===== config.mk =====
export PLATFORM = sky130hd
export DESIGN_NAME = word_receiver
export DESIGN_NICKNAME = d
export VERILOG_FILES = /design/src/rtl/jtag_pkg.sv /design/src/rtl/word_receiver.sv
export SDC_FILE = /design/constraint.sdc
export NUM_CORES = 1
export LEC_CHECK = 0
export ABC_AREA = 1
export BUFFER_PORTS_ARGS = -buffer_cell sky130_fd_sc_hd__buf_2
export CORE_MARGIN = 2
export CORE_UTILIZATION = 60
export DETAILED_ROUTE_END_ITERATION = 8
export GPL_TIMING_DRIVEN = 1
export PLACE_DENSITY = 0.92
export SETUP_SLACK_MARGIN = 0.4
export SLEW_MARGIN = 30
export SYNTH_ARGS = -nofsm -noshare
export SYNTH_HDL_FRONTEND = slang
export SYNTH_SLANG_ARGS = --single-unit

===== constraint.sdc =====
create_clock -name clk -period 2.5 [get_ports clk]
set_input_delay 0.5 -clock clk [delete_from_list [all_inputs] [get_ports clk]]
set_output_delay 0.5 -clock clk [all_outputs]
set_load 0.005 [all_outputs]

===== src/rtl/jtag_pkg.sv =====
`default_nettype none
// ============================================================================
//  Module   : jtag_pkg
//  Brief    : Shared JTAG data-path constants and receiver state encoding.
//  Revision : 1.0 - initial release
// ============================================================================
package jtag_pkg;

  localparam int DEFAULT_WORD_WIDTH = 32;

  typedef enum logic [1:0] {
    RX_IDLE  = 2'd0,
    RX_SHIFT = 2'd1,
    RX_FULL  = 2'd2
  } rx_state_t;

endpackage : jtag_pkg
`default_nettype wire


===== src/rtl/word_receiver.sv =====
`default_nettype none
// ============================================================================
//  Module   : word_receiver
//  Brief    : JTAG TDI serial-to-parallel word receiver. Samples 'in' on each
//             TCK rising edge while Shift-DR (enable) is high and presents the
//             completed WIDTH-bit word with a one-cycle valid pulse. Flags
//             over-length frames (sticky overflow) and truncated frames
//             (one-cycle aborted pulse).
//  Config   : WORD_RECEIVER_LSB_FIRST_EN - when defined the first received
//             bit lands in data[0] (right-shift in); default is MSB-first.
//  Revision : 1.0 - initial release
// ============================================================================
module word_receiver
  import jtag_pkg::*;
#(
  parameter int WIDTH = DEFAULT_WORD_WIDTH,
  localparam int CW = $clog2(WIDTH + 1)
) (
  input  logic             clk,
  input  logic             reset_n,
  input  logic             enable,
  input  logic             in,
  output logic [WIDTH-1:0] data,
  output logic             valid,
  output logic [CW-1:0]    bit_count,
  output logic             overflow,
  output logic             aborted
);

  localparam logic [CW-1:0] C_LAST_IDX = CW'(WIDTH - 1);

  rx_state_t        r_state;
  logic [WIDTH-1:0] r_shift;
  logic [WIDTH-1:0] r_data;
  logic             r_valid;
  logic [CW-1:0]    r_count;
  logic             r_overflow;
  logic             r_aborted;

  rx_state_t        w_state_nxt;
  logic [WIDTH-1:0] w_shift_nxt;
  logic [WIDTH-1:0] w_data_nxt;
  logic             w_valid_nxt;
  logic [CW-1:0]    w_count_nxt;
  logic             w_overflow_nxt;
  logic             w_aborted_nxt;
  logic [WIDTH-1:0] w_shifted;

  // Shift register with the current serial bit inserted at the configured end
`ifdef WORD_RECEIVER_LSB_FIRST_EN
  assign w_shifted = {in, r_shift[WIDTH-1:1]};
`else
  assign w_shifted = {r_shift[WIDTH-2:0], in};
`endif

  // Next-state, counter, flag and word-capture decisions for the frame FSM
  always_comb begin
    w_state_nxt    = r_state;
    w_shift_nxt    = r_shift;
    w_data_nxt     = r_data;
    w_valid_nxt    = 1'b0;
    w_count_nxt    = r_count;
    w_overflow_nxt = r_overflow;
    w_aborted_nxt  = 1'b0;
    case (r_state)
      RX_IDLE: begin
        if (enable) begin
          // A new frame starts: first bit accepted, stale overflow dropped
          w_shift_nxt    = w_shifted;
          w_count_nxt    = CW'(1);
          w_overflow_nxt = 1'b0;
          w_state_nxt    = RX_SHIFT;
        end
      end
      RX_SHIFT: begin
        if (enable) begin
          w_shift_nxt = w_shifted;
          w_count_nxt = r_count + CW'(1);
          if (r_count == C_LAST_IDX) begin
            w_data_nxt  = w_shifted;
            w_valid_nxt = 1'b1;
            w_state_nxt = RX_FULL;
          end
        end else begin
          // Count is always below WIDTH here, so the frame is truncated
          w_aborted_nxt = 1'b1;
          w_count_nxt   = '0;
          w_state_nxt   = RX_IDLE;
        end
      end
      RX_FULL: begin
        if (enable) begin
          w_overflow_nxt = 1'b1;
        end else begin
          w_count_nxt = '0;
          w_state_nxt = RX_IDLE;
        end
      end
      default: begin
        w_count_nxt = '0;
        w_state_nxt = RX_IDLE;
      end
    endcase
  end

  // Register shift register, counter, output word, flags and FSM state
  always_ff @(posedge clk or negedge reset_n) begin
    if (!reset_n) begin
      r_state    <= RX_IDLE;
      r_shift    <= '0;
      r_data     <= '0;
      r_valid    <= 1'b0;
      r_count    <= '0;
      r_overflow <= 1'b0;
      r_aborted  <= 1'b0;
    end else begin
      r_state    <= w_state_nxt;
      r_shift    <= w_shift_nxt;
      r_data     <= w_data_nxt;
      r_valid    <= w_valid_nxt;
      r_count    <= w_count_nxt;
      r_overflow <= w_overflow_nxt;
      r_aborted  <= w_aborted_nxt;
    end
  end

  assign data      = r_data;
  assign valid     = r_valid;
  assign bit_count = r_count;
  assign overflow  = r_overflow;
  assign aborted   = r_aborted;

endmodule : word_receiver
`default_nettype wire


==> metrics.txt, run 1 <==
max-slew violation count=0; root buffer cell=clkbuf_8; Comb power frac=6.8%; crit path cell chain=ha_1 > nand3_2 > nor2_4 > nand2_4 > nand2_1 > o21ai_2; Max FO, Critical Path=60; synth cell count leaders=93 x nand2_1, 74 x dfrtp_1, 34 x inv_1; DIE HEIGHT=approximately 74 um; Cell Int Power=2.055 mW; mapped cell area=0.002944 mm^2; max-cap violation count=0; Clock Sinks=74; drc violations=0; Final nets=349; number of port buffers=44; CTS Hold Bufs=0; Tcrit/Tclk final=a little under three quarters; Initial Utilization=approximately 62%; Die Span X=74.05 um; area grow syn2layout=16.36%; post-CTS setup buffer count=0; Synth top area share=62.90%; Worst setup SP type=flop; FILL cells=315; sequential area share after synthesis=62.90%; Slew HR=53.88%; slowest CP cell=dfrtp_1; most numerous cell in the Yosys netlist=nand2_1; Max Buffers Root-to-Sink=2; RSZ-0062 raised after global routing=no; crit path capture type=flop; maximum vdd ir drop=approximately 0.00067 V; Worst Max-Slew Pin Slew=0.6918 ns; WL final=roughly 5600 um; worst hold path type=input pin to asynchronous set/reset pin; library cells used by synthesis=23; max incr delay on CP=between 0.4 and 0.5 ns; initial antenna violation count=0; first-pass GRT wire length=between 9000 and 10000 um; routability cong.=0.7901; Sw Pwr=0.6147 mW; Setup TNS=0 ns; GR Util All Layers=22.74%; fmax=560.2 MHz; Max Clock Skew=0.008618 ns; Mapped Avg Cell Area=9.814 um^2; #FFs+latches synth=74; min Tclk post-route=1.785 ns; largest net degree at the start of global routing=63; Reg clk slew, reported paths=around 0.080 ns; WS Path Type=flop to flop; syn nets=between 300 and 400; n_diodes=0; ys flop type=dfrtp_1; outcome=finished, final reports clean; crit path buf inv count=0; crit-path leading delay family=simple AND/OR/NAND/NOR gates; Post-synth EDFFs=0; core box area=0.004723 mm^2; Finish-stage setup viols=0; CTS tree=done; clock share of power=between 40 and 50%; GRT overflow=0; DRT Pass-1 Iters=4; largest area contributor in the netlist=dfrtp_1; Gate Count Post-Synth=300; footprint of the multi-input gates=~840 um^2; number of buffers created by CTS=9; die area=0.005483 mm^2; Leak=1.803 nW; total number of vias=2135; Synth Warn #=0; Detailed Place HPWL=approximately 3500 um; Top Ports=45; Detail Route Antenna Nets=0; Reg power frac=50.1%; initial DRC count=204; Post-CTS Resized=0; H-tree lvl count=3; PwrDens=779.3 mW/mm^2; mean number of vias per cell=5.132; share of cells above drive strength 1=21.78%; switching fraction of total power=23.03%; Skew-Pair Late Insertion Delay=0.34 ns; post-synthesis async set-or-reset flop share=100.0%; Fin. Hold Viols=0; Worst Path Required=2.71 ns; final total power=~2.7 mW; Critical Path AT=1.99 ns; Rows=25; drt wl/cell=13.55 um; FF/Latch Area=0.001852 mm^2; synth top area cells=dfrtp_1 63%, nand2_1 12%, o21ai_0 5.1%, inv_1 4.3%, o21ai_1 3.2%; number of global-route vias before repair=~2000
-- cell usage in the layout (no fill, tap or decap) --
cell,n
nand2_4,2
inv_1,34
buf_4,1
bufinv_16,3
buf_12,1
clkinv_8,1
dfrtp_1,74
inv_2,1
nand2_1,93
o21bai_1,1
nand3_2,1
clkbuf_1,1
nor2_8,1
clkinvlp_4,1
o21ai_0,30
nand3_1,12
nor2_4,1
buf_2,44
nor3_1,1
or2_2,1
o21ai_2,7
ha_1,1
a21oi_1,4
clkbuf_8,11
o21ai_1,19
nor2_1,3
-- cells by family after synthesis --
kind of cell    synth area share [%]
buf+inv                        8.500
compound gates                 11.35
fa+ha+maj                     0.4249
flops                          62.90
simple gates                   16.83
-- sequential cells by signal (all words and copies together), names as in the netlist --
| signal | cells |
|---|---|
| overflow | 1 |
| r_shift | 31 |
| aborted | 1 |
| valid | 1 |
| r_state | 2 |
| data | 32 |
| bit_count | 6 |
-- worst register-to-register path, delay by kind of cell (launching register included) --
family	cells	cell delay, ns
AND/OR/NAND/NOR	4	0.90
flip-flops	1	0.43
adder cells (fa/ha/maj)	1	0.26
AO/OA/AOI/OAI	1	0.07
-- worst paths after layout --
kind,start,end,slack [ns],depth (start not counted)
max reg2reg,bit_count[1],data[2],0.71,6
min reg2reg,data[26],data[26],0.48,2
max in group asynchronous,reset_n,data[18],1.70,2
max,bit_count[1],data[2],0.71,6
min in group clk,in,data[0],0.38,3
min,reset_n,overflow,0.15,1
-- per-layer routing --
metal	vias up	wire (um)	global-route usage, %
met5	-	0	0
met4	0	134	12.53
met3	12	221	4.743
met2	59	2804	34.72
met1	1029	2477	30.80
li1	1035	-	-
-- through the flow --
stage / hold slack (ns) / area [um^2] / util (%) / setup WS [ns] / std cells
3_5_place_dp: 0.4585 / 3173 / 67.18 / 0.7638 / 400
3_3_place_gp: 0.4587 / 3173 / 67.18 / 0.8371 / 400
4_1_cts: 0.1618 / 3426 / 72.53 / 0.7322 / 416
2_1_floorplan: 0.2044 / 2944 / - / 1.165 / 300
5_1_grt: 0.1920 / 3426 / 72.53 / 0.5729 / 416
6_report: 0.1476 / 3426 / 72.53 / 0.7149 / 416
-- cell type report --
cell class / count / share of cell area (%)
Clock buffer: 12 / 4.529
Clock inverter: 4 / 2.849
Inverter: 36 / 4.310
Multi-Input combinational cell: 177 / 24.58
Sequential cell: 74 / 54.05
Tap cell: 67 / 2.447
Timing Repair Buffer: 46 / 7.232
-- power groups by stage --
stage	clock network, mW	registers (mW)	logic, mW
floorplan	0	1.34	0.117
global placement	0	1.35	0.169
detailed placement	0	1.36	0.181
CTS	1.16	1.33	0.185
global route	1.20	1.34	0.216
finish	1.15	1.34	0.181
(Power assumes the default switching activity.)
==> inputs of run 2 (changes only) <==
ABC_AREA = 0   (was 1)
CORE_UTILIZATION = 51   (was 60)
PLACE_DENSITY = 0.83   (was 0.92)
clock period = 1.5 ns   (was 2.5 ns; I/O delays follow)
==> metrics.txt, run 2 <==
Detailed Place HPWL=3774 um (was 3542 um); share of cells above drive strength 1=58.04% (was 21.78%); Slew HR=74.34% (was 53.88%); number of port buffers=44 (unchanged); largest net degree at the start of global routing=33 (was 63); Fin. Hold Viols=0 (unchanged); failing checks=setup timing; Post-synth EDFFs=0 (unchanged); routability cong.=0.7266 (was 0.7901); Mapped Avg Cell Area=11.96 um^2 (was 9.814 um^2); Final WS setup=-0.3467 ns (was 0.7149 ns); Reg clk slew, reported paths=0.07 ns (was 0.08 ns); Critical Path AT=2.07 ns (was 1.99 ns); DRT Pass-1 Iters=4 (unchanged); Die Span X=81.80 um (was 74.05 um); min Tclk post-route=1.847 ns (was 1.785 ns); Setup TNS=-10.55 ns (was 0 ns); GR Util All Layers=22.92% (was 22.74%); synth cell count leaders=100 x nand2_1, 74 x dfrtp_1, 29 x mux2_4 (was 93 x nand2_1, 74 x dfrtp_1, 34 x inv_1); sequential area share after synthesis=59.99% (was 62.90%); drc violations=0 (unchanged); initial antenna violation count=0 (unchanged); fmax=541.5 MHz (was 560.2 MHz); WL final=7635 um (was 5638 um); crit path cell chain=ha_2 > nand3_2 > or3_4 > nor2_8 > buf_12 > mux2_4 (was ha_1 > nand3_2 > nor2_4 > nand2_4 > nand2_1 > o21ai_2); drt wl/cell=17.27 um (was 13.55 um); Rows=28 (was 25); Max Buffers Root-to-Sink=2 (unchanged); die area=0.006690 mm^2 (was 0.005483 mm^2); syn nets=263 (was 305); WS Path Type=flop to flop (unchanged); mean number of vias per cell=5.235 (was 5.132); Synth top area share=59.99% (was 62.90%); PwrDens=927.5 mW/mm^2 (was 779.3 mW/mm^2); Hold Worst Slack=0.1786 ns (was 0.1476 ns); total number of vias=2314 (was 2135); area grow syn2layout=42.81% (was 16.36%); ys flop type=dfrtp_1 (unchanged); largest area contributor in the netlist=dfrtp_1 (unchanged); #FFs+latches synth=74 (unchanged); core box area=0.005886 mm^2 (was 0.004723 mm^2); Top Ports=45 (unchanged); Max FO, Critical Path=19 (was 60); Max Clock Skew=0.009216 ns (was 0.008618 ns); worst hold path type=input pin to flop (was input pin to asynchronous set/reset pin); Finish-stage setup viols=35 (was 0); Worst Max-Slew Pin Slew=0.3849 ns (was 0.6918 ns); number of global-route vias before repair=2257 (was 2009); DIE HEIGHT=81.80 um (was 74.05 um); placed instance count=380 (was 400); placed inst area=0.003503 mm^2 (was 0.003173 mm^2); slowest CP cell=or3_4 (was dfrtp_1); Gate Count Post-Synth=258 (was 300); outcome=complete, but fails checks (was finished, final reports clean); Clock Sinks=74 (unchanged); library cells used by synthesis=32 (was 23); Leak=2.439 nW (was 1.803 nW); cell count of the worst hold path=3; Initial Utilization=52.44% (was 62.33%); root buffer cell=clkbuf_8 (unchanged); Final nets=369 (was 349); mapped cell area=0.003087 mm^2 (was 0.002944 mm^2); max incr delay on CP=0.38 ns (was 0.43 ns); initial DRC count=139 (was 204); finished layout cell area=0.004408 mm^2 (was 0.003426 mm^2); most common cell after layout, fill and taps aside=dfrtp_1 (was nand2_1); most numerous cell in the Yosys netlist=nand2_1 (unchanged); max-slew violation count=0 (unchanged); GRT overflow=0 (unchanged); first-pass GRT wire length=11270 um (was 9246 um); synth top area cells=dfrtp_1 60%, mux2_4 14%, nand2_1 12%, buf_12 1.9%, mux2_2 1.5% (was dfrtp_1 63%, nand2_1 12%, o21ai_0 5.1%, inv_1 4.3%, o21ai_1 3.2%); number of buffers created by CTS=9 (unchanged); max-cap violation count=0 (unchanged); crit-path leading delay family=simple AND/OR/NAND/NOR gates (unchanged); Detail Route Antenna Nets=0 (unchanged); Worst setup SP type=flop (unchanged); CTS tree=done (unchanged); Tcrit/Tclk final=123.1% (was 71.41%); H-tree lvl count=3 (unchanged); maximum vdd ir drop=0.0005864 V (was 0.0006734 V); Worst Path Required=1.73 ns (was 2.71 ns); Crit path depth=6 (unchanged); Synth Warn #=0 (unchanged); RSZ-0062 raised after global routing=yes (was no); post-synthesis async set-or-reset flop share=100.0% (unchanged); Layout Cells excl Fill=442 (was 416); Reg2Reg Depth=6 (unchanged); most frequent cells in the layout=74 x dfrtp_1, 60 x nand2_1, 44 x buf_4 (was 93 x nand2_1, 74 x dfrtp_1, 44 x buf_2); max reg flops=32 (unchanged); crit path capture type=flop (unchanged); final core utilization=74.89% (was 72.53%); Skew-Pair Late Insertion Delay=0.35 ns (was 0.34 ns); n_diodes=0 (unchanged); crit path buf inv count=1 (was 0)
==> run 2: final timing paths <==
kind / endpoint / from / slack, ns
max: data[13] / bit_count[0] / -0.35
min: r_shift[0] / in / 0.18
max in group asynchronous: data[5] / reset_n / 0.55
min in group asynchronous: data[10] / reset_n / 0.42
max reg2reg: data[13] / bit_count[0] / -0.35
min reg2reg: data[0] / data[0] / 0.51
==> run 2: power by group <==
part | switching, mW | leakage [nW] | total, mW | internal [mW]
Clock | 0.716 | 0.0810 | 1.34 | 0.623
Combinational | 0.241 | 1.35 | 0.452 | 0.211
Sequential | 0.168 | 1.01 | 2.30 | 2.13
Total | 1.13 | 2.44 | 4.09 | 2.96
==> run 2: worst reg2reg max path: stages, from the launching register on <==
cell and delay, ns:
dfrtp_1 0.37, ha_2 0.20, nand3_2 0.10, or3_4 0.38, nor2_8 0.15, buf_12 0.20
mux2_4 0.33
==> run 2: per-stage QoR <==
stage	setup WS, ns	total power [mW]
4_1_cts	-0.3059	3.936
5_1_grt	-0.3885	4.232
6_report	-0.3467	4.088
3_5_place_dp	-0.3027	2.569
2_1_floorplan	-0.3405	2.425
3_3_place_gp	-0.2471	2.540
==> run 2: logic make-up after synthesis <==
group	synth area share, %
and+or+nand+nor	16.90
buffers and inverters	3.527
xor gates and xnor gates	0.5676
adders and majority gates	0.4053
AOI/OAI and AO/OA	3.041
muxes	15.57
DFF	59.99
==> run 2: cell type report <==
cell class,instances,area [um^2]
flip-flops and latches,74,1852
fillers,323,1478
multi-input cells,169,1399
repair buffers,110,904.6
clock buffers,11,141.4
well taps,75,93.84
clock inverters,3,17.52
==> run 2: repair_timing <==
| action | 4_1_cts | 5_1_grt |
|---|---|---|
| endpoints found under the hold margin | 27 | 0 |
| pin swaps | 36 | 20 |
| hold buffers | 1 | 0 |
| setup buffers | 32 | 13 |
| cloned | 2 | 0 |
| endpoints found under the setup margin | 114 | 130 |
| gates resized for setup | 44 | 49 |
==> run 2: layer usage <==
layer | GRT usage (%) | wire length (um) | up-vias
met5 | 0 | 0 | -
met4 | 10.67 | 141 | 0
met3 | 2.747 | 296 | 12
met2 | 39.51 | 4040 | 85
met1 | 28.79 | 3157 | 1170
li1 | - | - | 1047
